File: src/rtl/mmio_uart_responder.sv
// mmio_uart_responder: CPU-facing MMIO block with an RX byte FIFO, a TX holding register and cycle/instruction counters
module mmio_uart_responder #(
  parameter int         RX_DEPTH = 4,
  parameter logic [3:0] IO_BASE  = 4'h8
) (
  input  logic        clk,
  input  logic        rst,
  input  logic [31:0] addr,
  input  logic [31:0] wdata,
  input  logic [3:0]  wbe,
  input  logic        re,
  output logic [31:0] rdata,
  input  logic        inst_retire,
  output logic [7:0]  uart_tx_data,
  output logic        uart_tx_valid,
  input  logic        uart_tx_ready,
  input  logic [7:0]  uart_rx_data,
  input  logic        uart_rx_valid,
  output logic        uart_rx_ready
);
  localparam int AW = $clog2(RX_DEPTH);
  logic [7:0]    fifo [RX_DEPTH];
  logic [AW-1:0] rd_ptr, wr_ptr;
  logic [AW:0]   count;
  logic          tx_full;
  logic [7:0]    tx_buf;
  logic [31:0]   cycle_cnt, inst_cnt, rd_val;
  logic [5:0]    word;
  logic          sel, empty, full, push, pop, tx_st, tx_hs, clr;
  logic          unused_bits;
  assign unused_bits = ^{addr[27:8], addr[1:0], wdata[31:8]};
  always_comb begin
    sel   = addr[31:28] == IO_BASE;
    word  = addr[7:2];
    empty = count == '0;
    full  = count == (AW+1)'(RX_DEPTH);
    push  = uart_rx_valid && !full;
    pop   = sel && re && word == 6'h01 && !empty;
    tx_st = sel && wbe[0] && word == 6'h02;
    tx_hs = tx_full && uart_tx_ready;
    clr   = sel && |wbe && word == 6'h06;
    rd_val = !sel          ? 32'h0 :
             word == 6'h00 ? {30'b0, !empty, !tx_full} :
             word == 6'h01 ? (empty ? 32'h0 : {24'b0, fifo[rd_ptr]}) :
             word == 6'h04 ? cycle_cnt :
             word == 6'h05 ? inst_cnt : 32'h0;
  end
  assign uart_rx_ready = !full;
  assign uart_tx_valid = tx_full;
  assign uart_tx_data  = tx_buf;
  // FIFO storage needs no reset; the pointers and count define validity
  always_ff @(posedge clk)
    if (push) fifo[wr_ptr] <= uart_rx_data;
  always_ff @(posedge clk) begin
    if (!rst) begin
      rdata     <= '0;
      rd_ptr    <= '0;
      wr_ptr    <= '0;
      count     <= '0;
      tx_full   <= 1'b0;
      tx_buf    <= '0;
      cycle_cnt <= '0;
      inst_cnt  <= '0;
    end else begin
      if (re) rdata <= rd_val;
      if (push) wr_ptr <= wr_ptr + 1'b1;
      if (pop) rd_ptr <= rd_ptr + 1'b1;
      count <= count + (AW+1)'(push) - (AW+1)'(pop);
      if (tx_st && (!tx_full || tx_hs)) begin
        tx_buf  <= wdata[7:0];
        tx_full <= 1'b1;
      end else if (tx_hs) tx_full <= 1'b0;
      cycle_cnt <= clr ? 32'h0 : cycle_cnt + 32'd1;
      inst_cnt  <= clr ? 32'h0 : inst_cnt + 32'(inst_retire);
    end
  end
endmodule

File: config.mk
export PLATFORM = sky130hd
export DESIGN_NAME = mmio_uart_responder
export DESIGN_NICKNAME = d
export VERILOG_FILES = /design/src/rtl/mmio_uart_responder.sv
export SDC_FILE = /design/constraint.sdc
export NUM_CORES = 1
export LEC_CHECK = 0
export ABC_AREA = 1
export CORE_ASPECT_RATIO = 0.75
export CORE_MARGIN = 4
export CORE_UTILIZATION = 45
export DETAILED_ROUTE_END_ITERATION = 8
export PLACE_DENSITY = 0.81
export SLEW_MARGIN = 20
export SYNTH_ARGS = -nofsm -noshare
export SYNTH_HDL_FRONTEND = slang
export SYNTH_SLANG_ARGS = --single-unit
File: constraint.sdc
create_clock -name clk -period 2.83 [get_ports clk]
set_clock_uncertainty 0.15 [all_clocks]
set_input_delay 0.7075 -clock clk [delete_from_list [all_inputs] [get_ports clk]]
set_output_delay 0.7075 -clock clk [all_outputs]
set_load 0.01 [all_outputs]
==> flow_metrics.tcl <==
set metrics [dict create \
    status "complete, no violations" \
    routed_wl_um 18950 \
    synth_area_mm2 0.007033 \
    grt_max_degree 33 \
    antenna_found_initial 0 \
    synth.lib_cells_used.distinct 35 \
    numPortBuffers 77 \
    swShare_pct 24.17 \
    grt_pass1_vias 6204 \
    seq_power_share_pct 46.0 \
    grt_pass1_wl_um 30500 \
    postCtsResizedCells 0 \
    cts_buffers 17 \
    worst_slew_pin_slew_ps 1012 \
    path_class "input port to flop" \
    synth_edf_count 32 \
    cts_buffer_depth 2 \
    dp.final_hpwl_um 14260 \
    maxCapViolCount 0 \
    max-vdd-ir-drop_mv 0.3310 \
    io_pins 124 \
    maxSlewViolCount 0 \
    yosys.area.top_type "dfxtp_1" \
    cp_max_fo 3 \
    ys_top_cells_by_count "260 x nand2_1, 114 x dfxtp_1, 109 x nor2_1, 107 x inv_1, 79 x a21oi_1" \
    powerDensity_mw_per_mm2 549.8 \
    overflow 0 \
    synth_nets 1051 \
    final_layout_size_suffix_gt1_share_pct 8.964 \
    die_x_um 152.4 \
    synth_top_area_share_pct 32.45 \
    fin_setup_tns_ps 0 \
    core_area_mm2 0.01527 \
    p_int_mw 3.657 \
    synth.area.top_cells "dfxtp_1 32%, nand2_1 14%, edfxtp_1 14%" \
    routedWlPerCell_um 14.85 \
    clock_power_share_pct 46.3 \
    post-route-drc-count 0 \
    yosysMostFrequentCell "nand2_1" \
    p_total_mw 4.823 \
    ys_ff_latch 146 \
    antennaDiodeCount 0 \
    yosysWarnings 0 \
    p_switching_mw 1.166 \
    drtIter0Drc 685 \
    crit_arrival_ps 2870 \
    cts_setup_buffers 0 \
    cts-root-buf "clkbuf_16" \
    rsz0062_at_grt "false" \
    synth_cells 959 \
    clkTransAtPathRegs_ps 60 \
    routed.top_layer "met4" \
    fin_crit_sh_pct 95.17 \
    clock_sinks 146 \
    final_nets 1150 \
    postCtsHoldBufs 0 \
    cts_tree "built" \
    placementRows 39 \
    vias 6679 \
    start_util_pct 46.05 \
    async_flop_share_pct 0 \
    dr.pass1.iters 5 \
    cp-end-kind "flop" \
    worstHoldPathType "flop to flop" \
    comb_power_share_pct 7.6 \
    final_hold_viol_count 0 \
    wl_met2_um 8442 \
    period_minus_slack_ps 2693 \
    start_kind "input port" \
    avgSynthCellArea_um2 7.334 \
    max_freq_ghz 0.3713 \
    seq_area_frac_synth_pct 46.11 \
    setup_violations 0 \
    p_leak_nw 2.992 \
    wl_met3_um 1706 \
    fin_util_pct 57.43 \
    synthFlopType "dfxtp_1" \
    die_y_um 116.3 \
    gp_congestion 0.9160 \
    clk_latency_ps 430 \
    ant_nets 0 \
    syn_to_final_growth_pct 24.73 \
    wl_met1_um 8486 \
    cp_data_required_time_ps 3010 \
    max_slew_margin_pct 32.49 \
    die_area_mm2 0.01771 \
    grt_usage_pct 21.73 \
    h-tree-depth 4 \
    vias_per_cell 5.234 \
]
per-stage QoR:
step | area [um2] | setup slack, ps | std cells | hold WS (ps)
finish | 8772 | 136.7 | 1276 | 297.0
global route | 8772 | 7.728 | 1276 | 333.6
CTS | 8772 | 148.0 | 1276 | 298.7
detailed placement | 8189 | -301.2 | 1244 | 289.2
global placement | 8189 | -275.8 | 1244 | 281.2
floorplan | 7033 | 320.1 | 959 | 289.1
layout by cell type (no fill, tap or decap), drive strengths merged, types with 2 or more instances in the layout:
cell type	instances
nor3	24
ha	9
clkdlybuf4s50	77
buf	28
o21ai	34
xor2	12
dfxtp	114
nand3	79
nand4	11
nor3b	2
xnor2	7
bufinv	2
edfxtp	32
nor2	125
nand2	267
o22ai	16
clkbuf	17
clkinv	6
a31oi	2
clkinvlp	3
a21oi	79
inv	117
routing by layer:
layer	vias to the layer above	track usage (%)
met5	-	0
met4	0	6.467
met3	32	6.444
met2	258	33.88
met1	3076	29.61
li1	3313	-
area by class of cell:
type	count	area [um2]
clock inverters	15	157.7
multi-input cells	675	3247
flip-flops and latches	146	3243
clock buffers	17	425.4
inverters	113	424.2
fillers	1377	6501
well taps	205	256.5
repair buffers	105	1018
cell families after synthesis:
kind of cell / count (synthesis) / share of synthesized area (%)
compound gates: 134 / 9.963
fa+ha+maj: 10 / 1.886
buf+inv: 138 / 7.721
simple gates: 512 / 31.95
xor+xnor: 19 / 2.366
flops: 146 / 46.11
worst paths after layout:
check                                             startpoint                      endpoint  slack, ps  cells after the start
worst min register to register  uart_tx_data[7]$_SDFFE_PN0P_  uart_tx_data[7]$_SDFFE_PN0P_        300                      2
worst max register to register           count[1]$_SDFF_PN0_           count[1]$_SDFF_PN0_        630                     10
worst min-delay path            uart_tx_data[7]$_SDFFE_PN0P_  uart_tx_data[7]$_SDFFE_PN0P_        300                      2
worst max-delay path                                 addr[4]           count[1]$_SDFF_PN0_        140                     13
power by group through the flow:
stage,Combinational (mW),Clock [mW],Sequential (mW)
after floorplan,0.191,0,2.26
after global placement,0.355,0,2.26
after detailed placement,0.366,0,2.27
after CTS,0.368,2.26,2.22
after global routing,0.411,2.36,2.22
final,0.368,2.23,2.22
sequential cells by signal, summed over array words and instances, names as in the netlist, named ones only:
register / count
rdata: 32
uart_tx_valid: 1
rd_ptr: 2
fifo: 32
count: 3
wr_ptr: 2
inst_cnt: 32
uart_tx_data: 8
cycle_cnt: 32
critical path, cell delays in order:
cell	delay, ps
clkdlybuf4s50_1	410
nor2_1	130
buf_4	150
nand2_2	70
nor2_4	90
nand2_2	60
nor3_2	220
ha_1	280
inv_1	60
ha_1	160
fa_1	420
nand2_1	80
inv_1	30
No activity file was read; power rests on OpenSTA's default activity.
